[src/rtl/body_code_rx_pkg.sv]
// Shared definitions for the body-code serial receiver: FSM state encoding,
// frame length constants and the default inter-strobe timeout.
// Optional feature macro: BODY_PARITY_CHECK_EN (adds an even-parity bit).
package body_code_rx_pkg;

  typedef enum logic [1:0] {
    ST_IDLE   = 2'd0,
    ST_DATA   = 2'd1,
    ST_PARITY = 2'd2,
    ST_STOP   = 2'd3
  } state_t;

  localparam int DATA_BITS       = 3;
  localparam logic [1:0] LAST_BIT = 2'd2;
  localparam int DEFAULT_TIMEOUT = 8;

`ifdef BODY_PARITY_CHECK_EN
  localparam int FRAME_BITS = 6;
`else
  localparam int FRAME_BITS = 5;
`endif

  // Even parity holds when data and parity bit together have an even count of ones.
  function automatic logic parity_ok(input logic [DATA_BITS-1:0] d, input logic p);
    return ~(^{d, p});
  endfunction

endpackage

[src/rtl/body_code_rx_if.sv]
// Bundle of the serial input, the code handshake and the status flags.
// Handshake: code is transferred on every rising edge where code_valid=1 and
// code_ready=1; while code_valid=1 and code_ready=0 the producer holds code
// stable, and code_valid never drops without a transfer (except on reset).
interface body_code_rx_if;
  import body_code_rx_pkg::*;

  logic                 rx_en;
  logic                 rx_bit;
  logic                 code_ready;
  logic [DATA_BITS-1:0] code;
  logic                 code_valid;
  logic                 frame_err;
  logic                 overrun;
  logic                 busy;
  state_t               dbg_state;

  modport master (
    output rx_en, rx_bit, code_ready,
    input  code, code_valid, frame_err, overrun, busy, dbg_state
  );

  modport slave (
    input  rx_en, rx_bit, code_ready,
    output code, code_valid, frame_err, overrun, busy, dbg_state
  );
endinterface

[src/rtl/body_code_buf.sv]
// One-entry output buffer for received codes. A new code is accepted when the
// buffer is empty or is being drained in the same cycle; otherwise it is
// dropped and the sticky overrun flag is raised.
module body_code_buf
  import body_code_rx_pkg::*;
(
  input  logic                 clk,
  input  logic                 rst,
  input  logic                 deliver,
  input  logic [DATA_BITS-1:0] new_code,
  input  logic                 code_ready,
  output logic [DATA_BITS-1:0] code,
  output logic                 code_valid,
  output logic                 overrun
);

  logic take;
  assign take = code_valid && code_ready;

  // Buffer fill/drain and overrun tracking.
  always_ff @(posedge clk) begin
    if (rst) begin
      code       <= '0;
      code_valid <= 1'b0;
      overrun    <= 1'b0;
    end else if (deliver) begin
      if (!code_valid || code_ready) begin
        code       <= new_code;
        code_valid <= 1'b1;
      end else begin
        overrun <= 1'b1;
      end
    end else if (take) begin
      code_valid <= 1'b0;
    end
  end

endmodule

[src/rtl/body_code_rx.sv]
// Serial receiver for 3-bit body codes: start(1), d2 d1 d0, [parity], stop(0).
// Bits are taken only on rx_en strobes; a stall of TIMEOUT cycles without a
// strobe inside a frame aborts it. Define BODY_PARITY_CHECK_EN to add the
// even-parity bit between the data and the stop bit.
module body_code_rx
  import body_code_rx_pkg::*;
#(
  parameter int TIMEOUT = DEFAULT_TIMEOUT
) (
  input  logic           clk,
  input  logic           rst,
  body_code_rx_if.slave  bus
);

  localparam int GAP_W = $clog2(TIMEOUT + 1);
  localparam logic [GAP_W-1:0] GAP_LAST = GAP_W'(TIMEOUT - 1);

`ifdef BODY_PARITY_CHECK_EN
  localparam state_t AFTER_DATA = ST_PARITY;
`else
  localparam state_t AFTER_DATA = ST_STOP;
`endif

  state_t               state;
  logic [DATA_BITS-1:0] shreg;
  logic [1:0]           bit_cnt;
  logic [GAP_W-1:0]     gap_cnt;
  logic                 frame_err_q;
  logic                 deliver;

  // A good stop bit hands the assembled code to the buffer on this same edge.
  assign deliver = (state == ST_STOP) && bus.rx_en && !bus.rx_bit;

  // Frame FSM, shift register and gap counter.
  always_ff @(posedge clk) begin
    if (rst) begin
      state       <= ST_IDLE;
      shreg       <= '0;
      bit_cnt     <= '0;
      gap_cnt     <= '0;
      frame_err_q <= 1'b0;
    end else begin
      frame_err_q <= 1'b0;

      // Stall watchdog: only strobe-free cycles inside a frame are counted.
      if (state == ST_IDLE || bus.rx_en) begin
        gap_cnt <= '0;
      end else if (gap_cnt == GAP_LAST) begin
        gap_cnt     <= '0;
        frame_err_q <= 1'b1;
        state       <= ST_IDLE;
      end else begin
        gap_cnt <= gap_cnt + GAP_W'(1);
      end

      if (bus.rx_en) begin
        case (state)
          ST_IDLE: begin
            if (bus.rx_bit) begin
              state   <= ST_DATA;
              bit_cnt <= '0;
            end
          end
          ST_DATA: begin
            shreg <= {shreg[DATA_BITS-2:0], bus.rx_bit};
            if (bit_cnt == LAST_BIT) begin
              bit_cnt <= '0;
              state   <= AFTER_DATA;
            end else begin
              bit_cnt <= bit_cnt + 2'd1;
            end
          end
`ifdef BODY_PARITY_CHECK_EN
          ST_PARITY: begin
            if (parity_ok(shreg, bus.rx_bit)) begin
              state <= ST_STOP;
            end else begin
              frame_err_q <= 1'b1;
              state       <= ST_IDLE;
            end
          end
`endif
          ST_STOP: begin
            frame_err_q <= bus.rx_bit;
            state       <= ST_IDLE;
          end
          default: state <= ST_IDLE;
        endcase
      end
    end
  end

  body_code_buf u_buf (
    .clk        (clk),
    .rst        (rst),
    .deliver    (deliver),
    .new_code   (shreg),
    .code_ready (bus.code_ready),
    .code       (bus.code),
    .code_valid (bus.code_valid),
    .overrun    (bus.overrun)
  );

  assign bus.frame_err = frame_err_q;
  assign bus.busy      = (state != ST_IDLE);
  assign bus.dbg_state = state;

endmodule

[src/flat_wrapper.sv]
// flat-port wrapper written by rule: the top's interface ports become plain ports
module body_code_rx_flat import body_code_rx_pkg::*;
#(
  parameter int TIMEOUT = DEFAULT_TIMEOUT
)
  (clk, rst, bus_rx_en, bus_rx_bit, bus_code_ready, bus_code, bus_code_valid, bus_frame_err, bus_overrun, bus_busy, bus_dbg_state);
  body_code_rx_if bus_i ();
  input  logic clk;
  input  logic rst;
  input wire logic [$bits(bus_i.rx_en)-1:0] bus_rx_en;
  input wire logic [$bits(bus_i.rx_bit)-1:0] bus_rx_bit;
  input wire logic [$bits(bus_i.code_ready)-1:0] bus_code_ready;
  output wire logic [$bits(bus_i.code)-1:0] bus_code;
  output wire logic [$bits(bus_i.code_valid)-1:0] bus_code_valid;
  output wire logic [$bits(bus_i.frame_err)-1:0] bus_frame_err;
  output wire logic [$bits(bus_i.overrun)-1:0] bus_overrun;
  output wire logic [$bits(bus_i.busy)-1:0] bus_busy;
  output wire logic [$bits(bus_i.dbg_state)-1:0] bus_dbg_state;
  assign bus_i.rx_en = bus_rx_en;
  assign bus_i.rx_bit = bus_rx_bit;
  assign bus_i.code_ready = bus_code_ready;
  assign bus_code = bus_i.code;
  assign bus_code_valid = bus_i.code_valid;
  assign bus_frame_err = bus_i.frame_err;
  assign bus_overrun = bus_i.overrun;
  assign bus_busy = bus_i.busy;
  assign bus_dbg_state = bus_i.dbg_state;
  body_code_rx #(.TIMEOUT(TIMEOUT)) u_core (.clk(clk), .rst(rst), .bus(bus_i));
endmodule
[config.mk]
export PLATFORM = sky130hd
export DESIGN_NAME = body_code_rx_flat
export DESIGN_NICKNAME = d
export VERILOG_FILES = /design/src/rtl/body_code_rx_pkg.sv /design/src/rtl/body_code_rx_if.sv /design/src/rtl/body_code_buf.sv /design/src/rtl/body_code_rx.sv /design/src/flat_wrapper.sv
export SDC_FILE = /design/constraint.sdc
export NUM_CORES = 1
export LEC_CHECK = 0
export ABC_AREA = 1
export BUFFER_PORTS_ARGS = -buffer_cell sky130_fd_sc_hd__buf_2
export CAP_MARGIN = 20
export CORE_ASPECT_RATIO = 1.1
export CORE_UTILIZATION = 45
export DETAILED_ROUTE_END_ITERATION = 6
export PLACE_DENSITY = 0.67
export SYNTH_ARGS = -nofsm -noshare
export SYNTH_HDL_FRONTEND = slang
export SYNTH_SLANG_ARGS = --single-unit
[constraint.sdc]
create_clock -name clk -period 1.2 [get_ports clk]
set_input_delay 0.12 -clock clk [delete_from_list [all_inputs] [get_ports clk]]
set_output_delay 0.12 -clock clk [all_outputs]
set_load 0.02 [all_outputs]
After elaboration in Yosys (flattened, before gate mapping)
Cells that the tools add are included.
W data, S select, Z words.
{ "word_totals": {"ff_bits": 17, "out_inout_bits": 9} }
{ "op_classes": {"add_sub_neg": 2, "n_mux": 16, "n_bitwise": 1, "n_reduce_logical": 17, "n_eq_ne": 6} }
{ "ops": {"columns": ["operator", "n"], "rows": [
  ["$mux W2", 7],
  ["$pmux W2 S2", 2],
  ["$reduce_and A2 Y1", 4],
  ["$mux W1", 7],
  ["$reduce_bool A2 Y1", 3],
  ["$add A4 B1 Y4 const B", 1],
  ["$eq A2 B2 Y1 const B", 2],
  ["$eq A4 B3 Y1 const B", 1],
  ["$ne A2 B2 Y1 const B", 2],
  ["$logic_and A1 B1 Y1", 3],
  ["$reduce_and A3 Y1", 1],
  ["$reduce_or A3 Y1", 1],
  ["$add A2 B1 Y2 const B", 1],
  ["$eq A2 B1 Y1 const B", 1],
  ["$logic_not A1 Y1", 2],
  ["$logic_not A2 Y1", 1],
  ["$logic_or A1 B1 Y1", 2],
  ["$not A1 Y1", 1]
]} }

Depth between registers and ports, before layout
Gate-level depths: netlist (run 1).
{ "depth": {"ltp_word": 6, "depth_mapped": 6} }

Modules after synthesis
Synthesis (run 1) repeated with hierarchy kept, for this count alone.
{ "hier_totals": {"hier_cells": 106, "hier_area_um2": 734.5} }
{ "modules_own_cells": {"columns": ["module", "cells_per_inst", "n_inst", "seq_area_each_um2", "area_each_um2"], "rows": [
  ["body_code_rx", 77, 1, 240.2, 523.0],
  ["body_code_buf", 29, 1, 100.1, 211.5]
]} }

Least setup slack after synthesis (run 1)
OpenSTA, ideal clock, no wires.
{ "synth_path": {"path_kind": "register -> register", "start": "reg u_core.state[0] (netlist: u_core.bus.dbg_state[0])", "end": "reg u_core.bit_cnt[0]", "path_stages_with_launch": 6, "path_buffers": 0, "path_slack_ns": 0.144, "t_arrival_ns": 0.943, "cell_sequence": "dfxtp_1 inv_2 a21oi_4 nand2_1 nand2_1 nor2_1"} }
{ "synth_via": {"elab_chain_cells": 3, "elab_cells_between_ends": 6, "classes_between": "2 x eq/ne; 1 x mux; 3 x reduce/logical"} }
{ "synth_rtl": {"columns": ["element", "line", "source"], "rows": [
  ["from (decl)", "body_code_rx.sv:24", "state_t state;"],
  ["from (signal assigned)", "body_code_rx.sv:37", "state <= ST_IDLE;"],
  ["from (signal assigned)", "body_code_rx.sv:51", "state <= ST_IDLE;"],
  ["from (signal assigned)", "body_code_rx.sv:60", "state <= ST_DATA;"],
  ["$eq A2 B1 Y1 / $logic_not A2 Y1 (equally long branches)", "body_code_rx.sv:57", "case (state)"],
  ["$reduce_bool A2 Y1 (no source line) / $ne A2 B2 Y1 (equally long branches)", null, null],
  ["$reduce_and A3 Y1 (no source line)", null, null],
  ["to (signal assigned)", "body_code_rx.sv:70", "bit_cnt <= bit_cnt + 2'd1;"],
  ["to (decl)", "body_code_rx.sv:26", "logic [1:0] bit_cnt;"]
]} }
Several ways; a longest one is shown, not always the timed one.
A chain may end at the register's enable or synchronous reset.

Final worst setup path (run 1)
{ "layout_path": {"start": "reg u_core.gap_cnt[0]", "end": "reg u_core.gap_cnt[2]"} }
{ "layout_via": {"elab_chain_cells": 2, "elab_cells_between_ends": 3, "classes_between": "1 x add/sub; 1 x eq/ne; 1 x reduce/logical"} }
{ "layout_rtl": {"columns": ["element", "line", "source"], "rows": [
  ["from (decl)", "body_code_rx.sv:27", "logic [GAP_W-1:0] gap_cnt;"],
  ["from (signal assigned)", "body_code_rx.sv:53", "gap_cnt <= gap_cnt + GAP_W'(1);"],
  ["parallel branches: the longest is 2 deep, another holds $add A4 B1 Y4", null, null]
]} }
Parallel ways; which one is timed is not known.

==> results.py, run 1 <==
metrics = {
    "timing": {
        "slew_viol_final": 0,
        "period_share_pct": 91.1,
        "fmax_mhz": 915,
        "hold_viol": 0,
        "finClkSkew_ns": 0.000703,
        "fin_crit_ns": 1.09,
        "relSlewSlack_pct": 83.0,
        "finalSetupTns_ns": 0,
        "setup_violations": 0,
        "fin_ws_ns": 0.107,
        "rsz0062_at_grt": "false",
        "worst_pin_slew_ns": 0.255,
    },
    "die": {
        "io-pin-count": 14,
        "dieWidth_um": 40.6,
        "die_y_um": 44.5,
        "initial_core_util_pct": 50.8,
        "rows": 14,
        "fp.dieArea_um2": 1810,
        "fp.coreArea_um2": 1450,
    },
    "routing": {
        "vias": 633,
        "via_per_inst": 4.76,
        "ant_nets": 0,
        "wl_um": 1300,
        "firstDrtPassIters": 4,
        "drc": 0,
        "drtIter0Drc": 9,
        "wl_per_cell_um": 9.76,
    },
    "placed_design": {
        "dp_slack_ns": 0.0888,
        "gp_congestion": 0.725,
        "portBuffers": 13,
        "dp_hpwl_um": 1010,
    },
    "final_layout": {
        "num_antenna_cells": 0,
        "drive_above_1_share_pct": 23.9,
        "most-common-layout-cells": "nor2_1, inv_1, dfxtp_1",
        "areaGrowthSynthToFinish_pct": 16.1,
        "final_net_count": 124,
        "fillers": 142,
        "final_common_cell": "nor2_1",
        "fin_util_pct": 59.0,
    },
    "worst_setup_path": {
        "r2r_start": "u_core.gap_cnt[0]$_SDFF_PP0_",
        "critPathLaunch": "u_core.gap_cnt[0]$_SDFF_PP0_",
        "critPathArrivalTime_ns": 1.31,
        "path_class": "reg -> reg",
        "crit_fanout": 4,
        "cp-start-kind": "flop",
        "cp-end-kind": "flop",
        "crit_required_ns": 1.42,
    },
    "clock_tree": {
        "cts-root-buf": "clkbuf_4",
        "cts_tree": "yes",
        "insertion_delay_ns": 0.29,
        "cts_max_path_buffers": 2,
        "numCtsBuffers": 3,
        "clk_pin_slew_ns": 0.09,
        "clock-sinks": 17,
        "htreeDepth": 1,
    },
    "outcome": {
        "status": "finished clean",
    },
    "yosys": {
        "synth_warnings": 0,
        "yosys_register_bits": 17,
        "postSynthAreaPerCell_um2": 7.38,
        "synth_area_um2": 738,
        "synth.distinct_cells": 16,
        "syn_inst": 100,
        "ys_seq_area_share_pct": 46.1,
        "synth_nets": 106,
    },
    "global_route": {
        "grt_pass1_wl_um": 2030,
        "grt_pass1_vias": 511,
        "grt_max_degree": 10,
        "grt_overflow_total": 0,
        "grt_antenna_before_repair": 0,
        "track_usage_pct": 16.2,
    },
    "power_and_ir_drop": {
        "power_uw": 984,
        "p_leak_nw": 0.397,
        "cellPowerDensity_nw_per_um2": 1150,
        "ir_drop_v": 0.000708,
    },
    "hold_path": {
        "hold_class": "in -> reg",
        "hp-start": "rst",
    },
    "job": {
        "max-cap-violations": 0,
    },
}
==> cell usage after synthesis, drive strengths merged <==
master / n / area [um^2]
o21ai: 3 / 15.0
inv: 19 / 71.3
a21oi: 6 / 41.3
ha: 1 / 12.5
dfxtp: 17 / 340
nor3: 1 / 10.0
nand4: 4 / 25.0
nor2: 26 / 113
xor2: 1 / 8.76
nand2: 13 / 51.3
nand3: 9 / 50.1
==> state kept, by name, indices dropped and copies added (netlist names) <==
name / cells
u_core.shreg: 3
u_core.gap_cnt: 4
u_core.bit_cnt: 2
u_core.u_buf.overrun: 1
u_core.u_buf.code_valid: 1
u_core.u_buf.code: 3
u_core.bus.frame_err: 1
u_core.bus.dbg_state: 2
==> critical path, stage by stage, from the launching register on <==
cell,delay (ns)
dfxtp_1,0.34
ha_1,0.21
nand2_1,0.07
inv_1,0.08
nand2_2,0.09
nand3_2,0.11
nor3_2,0.12
==> routing by layer <==
| metal | GRT usage, % | share of wire (%) | wire [um] | vias to the layer above |
|---|---|---|---|---|
| li1 | - | - | - | 345 |
| met1 | 21.4 | 50 | 643 | 272 |
| met2 | 24.8 | 46 | 592 | 14 |
| met3 | 3.02 | 2.9 | 37 | 2 |
| met4 | 8.00 | 1.9 | 25 | 0 |
| met5 | 0 | 0 | 0 | - |
==> cells by family (layout without fill, tap and decap cells) <==
kind of cell / count (synthesis) / count (layout) / synth area share, %
flops: 17 / 17 / 46.1
xor+xnor: 1 / 1 / 1.19
fa+ha+maj: 1 / 1 / 1.69
buf+inv: 19 / 36 / 9.66
simple gates: 53 / 53 / 33.7
compound gates: 9 / 9 / 7.63
==> what timing repair did <==
action                                 4_1_cts  5_1_grt
endpoints found under the hold margin        0        0
setup buffers                                0        0
hold buffers                                 0        0
resized for setup                            0        4
setup endpoints to repair                    0        3
==> area by class of cell <==
class	count	area, um^2	share of cell area, %
Inverter	19	71.3	8.32
Sequential cell	17	343	40.0
Clock buffer	4	26.3	3.07
Timing Repair Buffer	13	65.1	7.59
Tap cell	16	20.0	2.34
Multi-Input combinational cell	64	332	38.7
==> final timing paths <==
kind | end | slack, ns | cells past startpoint
worst max-delay path | u_core.gap_cnt[2]$_SDFF_PP0_ | 0.11 | 6
worst min-delay path | u_core.bus.dbg_state[1]$_SDFF_PP0_ | 0.06 | 2
worst max register to register | u_core.gap_cnt[2]$_SDFF_PP0_ | 0.11 | 6
worst min register to register | u_core.gap_cnt[0]$_SDFF_PP0_ | 0.47 | 1
==> power by group <==
| group | total (mW) | switching, mW | leakage, nW | internal, mW |
|---|---|---|---|---|
| Combinational | 0.0888 | 0.0589 | 0.243 | 0.0299 |
| Clock | 0.305 | 0.176 | 0.0150 | 0.129 |
| Sequential | 0.590 | 0.0116 | 0.139 | 0.578 |
==> stage by stage <==
stage / area [um^2] / instances / hold WS [ns]
2_1_floorplan: 738 / 100 / 0.189
3_3_place_gp: 823 / 129 / 0.378
3_5_place_dp: 823 / 129 / 0.376
4_1_cts: 850 / 133 / 0.0622
5_1_grt: 857 / 133 / 0.0545
6_report: 857 / 133 / 0.0594
Power figures use the tool's default switching activity.
==> run 2, diff against run 1 <==
- CORE_UTILIZATION: 45 -> 51
- PLACE_DENSITY: 0.67 -> 0.74
==> results.py, run 2 (same netlist as run 1, synthesis figures left out) <==
metrics = {
    "outcome": {
        "status": "finished clean",
    },
    "placed_design": {
        "dp_hpwl_um": 951,
        "dp_slack_ns": 0.118,
        "portBuffers": 13,
        "gp_congestion": 0.795,
    },
    "clock_tree": {
        "cts_tree": "yes",
        "numCtsBuffers": 3,
        "clk_pin_slew_ns": 0.11,
        "insertion_delay_ns": 0.29,
        "clock-sinks": 17,
        "cts_max_path_buffers": 2,
        "cts_hold_buf": 0,
        "cts_setup_buffers": 0,
        "htreeDepth": 1,
        "cts-root-buf": "clkbuf_4",
    },
    "final_layout": {
        "areaGrowthSynthToFinish_pct": 16.1,
        "drive_above_1_share_pct": 23.1,
        "most-common-layout-cells": "nor2_1, inv_1, dfxtp_1",
        "largest_register": "u_core.gap_cnt",
        "final_net_count": 124,
        "num_antenna_cells": 0,
        "final_common_cell": "nor2_1",
        "multi_input_area_um2": 329,
        "fin_util_pct": 62.7,
        "regArea_um2": 342,
        "fillers": 138,
        "largest_reg_flops": 4,
        "largest_registers": "u_core.gap_cnt x4, u_core.shreg x3, u_core.u_buf.code x3",
    },
    "worst_setup_path": {
        "r2r_slack_ns": 0.10,
        "worst_path_largest_cell_delay_ns": 0.47,
        "critPathArrivalTime_ns": 1.04,
        "crit_fanout": 7,
        "crit_family": "flip-flops",
        "cp_cell_sequence": "nor2_2 > inv_1 > buf_2",
        "crit_buf_inv": 2,
        "slowest_stage": "dfxtp_1",
        "crit_required_ns": 1.08,
        "cp-end-kind": "output port",
        "path_class": "reg -> out",
        "cp-start-kind": "flop",
    },
    "die": {
        "die_y_um": 41.9,
        "initial_core_util_pct": 54.0,
        "io-pin-count": 14,
        "dieWidth_um": 38.3,
        "fp.dieArea_um2": 1600,
        "fp.coreArea_um2": 1370,
        "rows": 14,
    },
    "timing": {
        "slew_viol_final": 0,
        "finClkSkew_ns": 0.00250,
        "setup_violations": 0,
        "fmax_mhz": 866,
        "period_share_pct": 96.3,
        "hold_viol": 0,
        "relSlewSlack_pct": 81.2,
        "fin_ws_ns": 0.0446,
        "worst_pin_slew_ns": 0.282,
        "fin_crit_ns": 1.16,
    },
    "power_and_ir_drop": {
        "ir_drop_v": 0.000689,
        "combPwrFrac_pct": 9.0,
        "power.internal_uw": 734,
        "p_leak_nw": 0.395,
        "cellPowerDensity_nw_per_um2": 1170,
        "seqPwrFrac_pct": 59.1,
        "pwr-share-clk_pct": 32.0,
        "switching_share_pct": 26.6,
        "p_sw_uw": 266,
        "power_uw": 1000,
    },
    "global_route": {
        "grt_pass1_wl_um": 2260,
        "grt_overflow_total": 0,
        "track_usage_pct": 19.6,
        "grt_max_degree": 12,
        "grt_antenna_before_repair": 0,
        "grt_pass1_vias": 574,
    },
    "routing": {
        "drc": 0,
        "vias": 636,
        "via_per_inst": 4.78,
        "firstDrtPassIters": 4,
        "wl_um": 1300,
        "drtIter0Drc": 10,
        "wl_per_cell_um": 9.78,
        "ant_nets": 0,
    },
    "job": {
        "max-cap-violations": 0,
    },
    "hold_path": {
        "hold_class": "in -> reg",
    },
}
run 2: per-stage QoR:
step                cells  hold WS, ns  setup TNS (ns)  instance area, um^2
floorplan             100        0.189               0                  738
global placement      129        0.365               0                  823
detailed placement    129        0.372               0                  823
CTS                   133       0.0521               0                  853
global route          133       0.0683        -0.00474                  857
finish                133       0.0609               0                  857
run 2: repair_timing:
action | in CTS | in global routing
hold endpoints to repair | 0 | 0
setup endpoints to repair | 0 | 1
resized for setup | 0 | 2
run 2: worst paths after layout:
check / to / from / cells past startpoint
max reg2reg: u_core.gap_cnt[2]$_SDFF_PP0_ / u_core.gap_cnt[0]$_SDFF_PP0_ / 6
max: bus_busy / u_core.bus.dbg_state[1]$_SDFF_PP0_ / 3
min reg2reg: u_core.u_buf.overrun$_SDFFE_PP0P_ / u_core.u_buf.overrun$_SDFFE_PP0P_ / 2
min: u_core.bus.dbg_state[0]$_SDFF_PP0_ / rst / 2
run 2: final cells by class:
cell class	count	area share [%]
multi-input cells	64	38.4
flip-flops and latches	17	39.9
clock buffers	3	2.63
clock inverters	1	0.876
inverters	19	8.32
well taps	16	2.34
repair buffers	13	7.59
run 2: power by group through the flow:
stage,clock [mW],combinational (mW),sequential (mW)
2_1_floorplan,0,0.0595,0.603
3_3_place_gp,0,0.0865,0.602
3_5_place_dp,0,0.0881,0.602
4_1_cts,0.330,0.0883,0.589
5_1_grt,0.353,0.102,0.593
6_report,0.320,0.0897,0.590
run 2: routing by layer:
layer | part of all wire [%] | wire length [um] | up-vias | track usage [%]
li1 | - | - | 342 | -
met1 | 47 | 610 | 276 | 26.7
met2 | 48 | 621 | 16 | 29.8
met3 | 4.2 | 55 | 2 | 3.21
met4 | 1.1 | 14 | 0 | 8.57
met5 | 0 | 0 | - | 0
